`config.mk`:
```
export PLATFORM = sky130hd
export DESIGN_NAME = program_loader
export DESIGN_NICKNAME = d
export VERILOG_FILES = /design/src/rtl/program_loader.sv
export SDC_FILE = /design/constraint.sdc
export NUM_CORES = 1
export LEC_CHECK = 0
export ABC_AREA = 0
export CAP_MARGIN = 20
export CORE_ASPECT_RATIO = 0.9
export CORE_UTILIZATION = 40
export DETAILED_ROUTE_END_ITERATION = 6
export PLACE_DENSITY_LB_ADDON = 0.12
export SLEW_MARGIN = 20
export SYNTH_ARGS = -nofsm -noshare
export SYNTH_HDL_FRONTEND = slang
export SYNTH_SLANG_ARGS = --single-unit
```
`constraint.sdc`:
```
create_clock -name clock -period 3.7 [get_ports clock]
set_input_delay 0.555 -clock clock [delete_from_list [all_inputs] [get_ports clock]]
set_output_delay 0.555 -clock clock [all_outputs]
set_load 0.01 [all_outputs]
```
`src/rtl/program_loader.sv`:
```
// Streams a program into instruction memory, then releases and times the CPU until it halts.
// Optional load checksum enabled by defining PROGRAM_LOADER_CHECKSUM_EN.
module program_loader #(
  parameter logic [15:0] BASE_ADDR = 16'h0000,
  parameter int          MAX_WORDS = 256
) (
  input  logic        clock,
  input  logic        reset,
  input  logic        start,
  input  logic        in_valid,
  input  logic [15:0] in_data,
  input  logic        in_last,
  output logic        in_ready,
  output logic        imem_we,
  output logic [15:0] imem_addr,
  output logic [15:0] imem_wdata,
  output logic        cpu_reset,
  input  logic        cpu_halt,
  output logic        busy,
  output logic        done,
  output logic        overflow,
  output logic [15:0] word_count,
  output logic [31:0] cycle_count,
  output logic [15:0] checksum
);

  typedef enum logic [2:0] {S_IDLE, S_LOAD, S_RELEASE, S_RUN, S_DONE, S_ERROR} state_t;

  localparam logic [15:0] LAST_IDX = 16'(MAX_WORDS - 1);

  state_t      state_q, state_d;
  logic [15:0] ptr_q, ptr_d;
  logic [15:0] wc_q, wc_d;
  logic [31:0] cc_q, cc_d;
  logic        ovf_q, ovf_d;
  logic        we_q, we_d;
  logic [15:0] addr_q, addr_d;
  logic [15:0] wdata_q, wdata_d;
  logic        load_start;
  logic        accept;

  always_comb begin
    state_d    = state_q;
    ptr_d      = ptr_q;
    wc_d       = wc_q;
    cc_d       = cc_q;
    ovf_d      = ovf_q;
    we_d       = 1'b0;
    addr_d     = addr_q;
    wdata_d    = wdata_q;
    load_start = 1'b0;
    accept     = 1'b0;
    case (state_q)
      S_IDLE, S_DONE: begin
        if (start) begin
          load_start = 1'b1;
          state_d    = S_LOAD;
          ptr_d      = BASE_ADDR;
          wc_d       = 16'h0000;
          cc_d       = 32'h0000_0000;
        end
      end
      S_LOAD: begin
        if (in_valid) begin
          accept  = 1'b1;
          we_d    = 1'b1;
          addr_d  = ptr_q;
          wdata_d = in_data;
          ptr_d   = ptr_q + 16'd2;
          wc_d    = wc_q + 16'd1;
          // The word that overflows is still written before the block locks up.
          if (in_last) begin
            state_d = S_RELEASE;
          end else if (wc_q == LAST_IDX) begin
            ovf_d   = 1'b1;
            state_d = S_ERROR;
          end
        end
      end
      S_RELEASE: state_d = S_RUN;
      S_RUN: begin
        if (cpu_halt) state_d = S_DONE;
        else if (cc_q != 32'hFFFF_FFFF) cc_d = cc_q + 32'd1;
      end
      default: state_d = S_ERROR;
    endcase
  end

  always_ff @(posedge clock) begin
    if (!reset) begin
      state_q <= S_IDLE;
      ptr_q   <= BASE_ADDR;
      wc_q    <= 16'h0000;
      cc_q    <= 32'h0000_0000;
      ovf_q   <= 1'b0;
      we_q    <= 1'b0;
      addr_q  <= BASE_ADDR;
      wdata_q <= 16'h0000;
    end else begin
      state_q <= state_d;
      ptr_q   <= ptr_d;
      wc_q    <= wc_d;
      cc_q    <= cc_d;
      ovf_q   <= ovf_d;
      we_q    <= we_d;
      addr_q  <= addr_d;
      wdata_q <= wdata_d;
    end
  end

`ifdef PROGRAM_LOADER_CHECKSUM_EN
  logic [15:0] cs_q, cs_d;

  always_comb begin
    cs_d = cs_q;
    if (load_start)  cs_d = 16'h0000;
    else if (accept) cs_d = cs_q + in_data;
  end

  always_ff @(posedge clock) begin
    if (!reset) cs_q <= 16'h0000;
    else        cs_q <= cs_d;
  end

  assign checksum = cs_q;
`else
  assign checksum = 16'h0000;
`endif

  assign in_ready    = (state_q == S_LOAD);
  // CPU is held in reset through RELEASE so the final write lands first.
  assign cpu_reset   = !((state_q == S_RUN) || (state_q == S_DONE));
  assign busy        = (state_q == S_LOAD) || (state_q == S_RELEASE) || (state_q == S_RUN);
  assign done        = (state_q == S_DONE);
  assign overflow    = ovf_q;
  assign imem_we     = we_q;
  assign imem_addr   = addr_q;
  assign imem_wdata  = wdata_q;
  assign word_count  = wc_q;
  assign cycle_count = cc_q;

endmodule
```
==> impl.org <==
** Status
- The flow ran to the end, and the final reports show no timing, DRC or antenna violations.

** Die
- Overall die area :: 12600 sq um
- From bottom edge to top edge, the die measures about 110 um.
- Effective utilization at floorplan :: 41.9%
- Core Area :: 11600 sq um
- Die width :: between 100 and 150 um
- In this run the count of I/O pins placed on the die edge is 124.
- Number of standard-cell rows in the floorplan :: 37

** Layout
- After routing the design area is roughly 6200 sq um.
- Final nets :: between 600 and 700
- Core utilization of the finished layout :: 53.7%
- Fraction of layout cells with a size suffix above 1 :: 7.10%
- Area growth from synthesis to layout :: 28.4%
- The repair_antennas step left the layout with diodes totalling 0.
- For this run, the number of standard cells in the final layout without fillers is 832.

** GRT
- Number of antenna violations at the first check in global routing :: 0
- Entering global routing, the biggest net connects 35 pins.
- The number of global-route vias before repair came to ~4300.
- In the global route stage, overall resource usage came out at 21.1%.
- Summed over all layers, the global routing overflow is 0.
- Global-route wire length before repair :: 21.5 mm

** Yosys
- Instance count of the mapped netlist :: between 500 and 600
- The synthesized design devotes to its leading area cell type 40.7% of total area.
- Top cell type by total area after synthesis :: dfxtp_1
- The average instance in the mapped netlist occupies 8.39 sq um.
- After synthesis, the cell types taking the most area are dfxtp_1, nand2_1, a21boi_0.
- Synthesis-stage register bit count :: between 90 and 100
- Post-synth cell types :: between 60 and 70
- For this run, the number of Yosys warnings is 0.
- Proportion of synthesized chip area in sequential cells :: 40.7%
- The synthesized design contains 0 enable-type register cells.
- Dominant register cell in the synthesized netlist :: dfxtp_1
- Share of flip-flops with an asynchronous set or reset :: 0%
- After synthesis the cells add up to 4860 sq um.

** Place
- IO Port Bufs :: 106
- Dpl cell area :: ~6000 sq um
- Pre-CTS setup slack :: 0.973 ns
- Once placement completed, the tool counted placed cells totaling 816.
- RePlAce Congestion :: 0.812
- HPWL Detailed :: 9.18 mm

** Drt
- Number of DRC violations after detailed-routing iteration 0 :: 340
- First-pass iteration count of the detailed router :: 5
- Routed len/inst :: approximately 15 um
- Via count :: 4562
- After detailed routing, the number of remaining DRC violations is 0.
- After detailed routing, the number of vias per cell comes to 5.48.
- Wire segments on met3 add up to just over 800 um in the final route.
- Wires add up to 12.9 mm.
- Number of nets with antenna violations after routing :: 0
- After detailed routing, no signal wire sits above met4.
- After detailed routing, the wire length on met1 is 6.48 mm.
- Wire length on met2 :: 5.47 mm

** STA
- Final critical delay including setup and external delays :: 2.69 ns
- Setup total negative slack on the finished layout was measured at 0 ns.
- Setup violations remaining at the end of the flow were counted as 0.
- The final hold violation count came to 0.
- Across all setup checks in the final design, the least slack found is 1.01 ns.
- On the final layout, the worst hold slack is 0.461 ns.
- Number of pins with negative max-slew slack in the final report :: 0
- In the finished design, the share of the clock period the worst path needs comes to 72.7%.
- Measured against its own limit, the worst slew margin works out to 45.7%.
- At the pin with the least slew margin, the transition time is 0.815 ns.
- Derived from the worst setup path, the maximum achievable clock frequency is 372 MHz.
- Unrepaired setup endpoints after global routing :: false
- On the final layout, the worst clock skew is 0.00691 ns.

** Critical path
- In this run the worst setup path begins at state_q[1].
- Reg-to-Reg Start :: state_q[1]
- WS Path Type :: flip-flop to output port
- The worst setup path is captured at an output port.
- STA puts the critical path data arrival time at 2.14 ns.
- Of all nets on the critical path, the largest fanout is 19.
- Required time worst endpoint :: 3.14 ns
- The worst setup path is launched from a flip-flop.

** Power and ir drop
- Across the VDD grid, the largest voltage drop is 0.254 mV.
- In this run, flip-flops and latches consume 49.6% of the power.
- Summed over all cells, the static leakage comes to 2.16 nW.
- Power spread over the standard cell area amounts to 353 nW/um^2.
- Combinational share of power :: approximately 7.5%
- Of the total power, the clock network draws 42.9%.
- Design Power :: 2.20 mW
- Net switching share of the total power :: a little under a quarter
- Summed over all nets, the switching power comes to around 510 uW.
- The internal portion of the total power is 1.69 mW.

** Clock network
- The H-tree generated during clock tree synthesis spans 3 levels.
- Buffers added to address setup during post-CTS repair amount to 0.
- After clock tree synthesis, the clock-pin slew on the worst setup and hold paths is 0.07 ns.
- In this run, post-CTS repair resized a total of 0 instances.
- In this run, CTS created clock tree buffers numbering 9.
- The tree built by TritonCTS fans out to 99 sinks.
- After clock tree synthesis, the flow added hold-fix buffers numbering 0.
- Clock latency on the worst-skew pair, taken at its later pin, is 0.35 ns.
- Root cell of the clock tree :: clkbuf_16
- Maximum buffer depth of the clock tree :: 2
- CTS tree :: built

** Hold path
- Path category of the worst min-delay check :: flip-flop to flip-flop
- Worst hold path startpoint :: imem_addr[11]

** Run
- Max-cap violations in this run came to 0.
## synth_stat cells, drive strengths merged, types with 12 or more instances
library cell and instances:
nand2 100, dfxtp 99, nor2 45, a31oi 34
a21boi 31, buf 29, nand3 23, clkbuf 21
nand4 20, and3 19, xor2 17, o21ai 12
## layout make-up
class	count	area (sq um)
inverter	8	30.0
tap	156	195
fill	1096	5380
clock buffer	10	239
clock inverter	6	63.8
sequential	99	1980
timing repair buffer	114	1120
multi-input combinational	439	2610
## registers in the layout, summed over array words and instances, names as in the netlist
signal	count
state_q	3
ptr_q	15
imem_we	1
cycle_count	32
imem_addr	15
imem_wdata	16
overflow	1
word_count	16
## routing by layer
layer	GRT usage, %	vias up
met5	0	-
met4	5.86	0
met3	6.54	16
met2	30.5	131
met1	29.9	2186
li1	-	2229
## cells by family (layout without fill, tap and decap cells)
kind of cell             after synthesis  after routing  synth area share, %
XOR/XNOR                              25             25                 4.50
buffers and inverters                 58            138                 6.76
multiplexers                           6              6                 1.26
AND/OR/NAND/NOR                      267            267                 28.1
flip-flops                            99             99                 40.7
AO/OA/AOI/OAI                        121            121                 17.7
adder cells (fa/ha/maj)                3              3                0.772
other                                  1             17               0.0771
## power by group through the flow
stage	clock network (mW)	registers [mW]	logic [mW]
3_3_place_gp	0	1.12	0.163
6_report	0.946	1.09	0.164
4_1_cts	0.975	1.09	0.164
3_5_place_dp	0	1.12	0.164
2_1_floorplan	0	1.12	0.104
5_1_grt	1.02	1.09	0.179
## worst max-delay path, stage by stage (launching register included)
cell,delay [ns]
dfxtp_1,0.75
or2_2,0.26
nor2_1,0.08
nor2_1,0.14
clkdlybuf4s50_1,0.56
## layout by cell type, fill, tap and decap left out, drive strengths merged, types with 17 or more instances in the layout
| cell type | count |
|---|---|
| nor2 | 45 |
| dfxtp | 99 |
| nand4 | 20 |
| xor2 | 17 |
| clkdlybuf4s50 | 106 |
| a31oi | 34 |
| conb | 17 |
| nand2 | 100 |
| a21boi | 31 |
| and3 | 19 |
| nand3 | 23 |
## final timing paths
kind / to / slack, ns / cells past startpoint
setup / recovery: cpu_reset / 1.01 / 4
hold reg to reg: imem_addr[11] / 0.46 / 2
setup reg to reg: cycle_count[18] / 1.16 / 4
hold / removal: imem_addr[11] / 0.46 / 2
No activity file was read; power rests on OpenSTA's default activity.
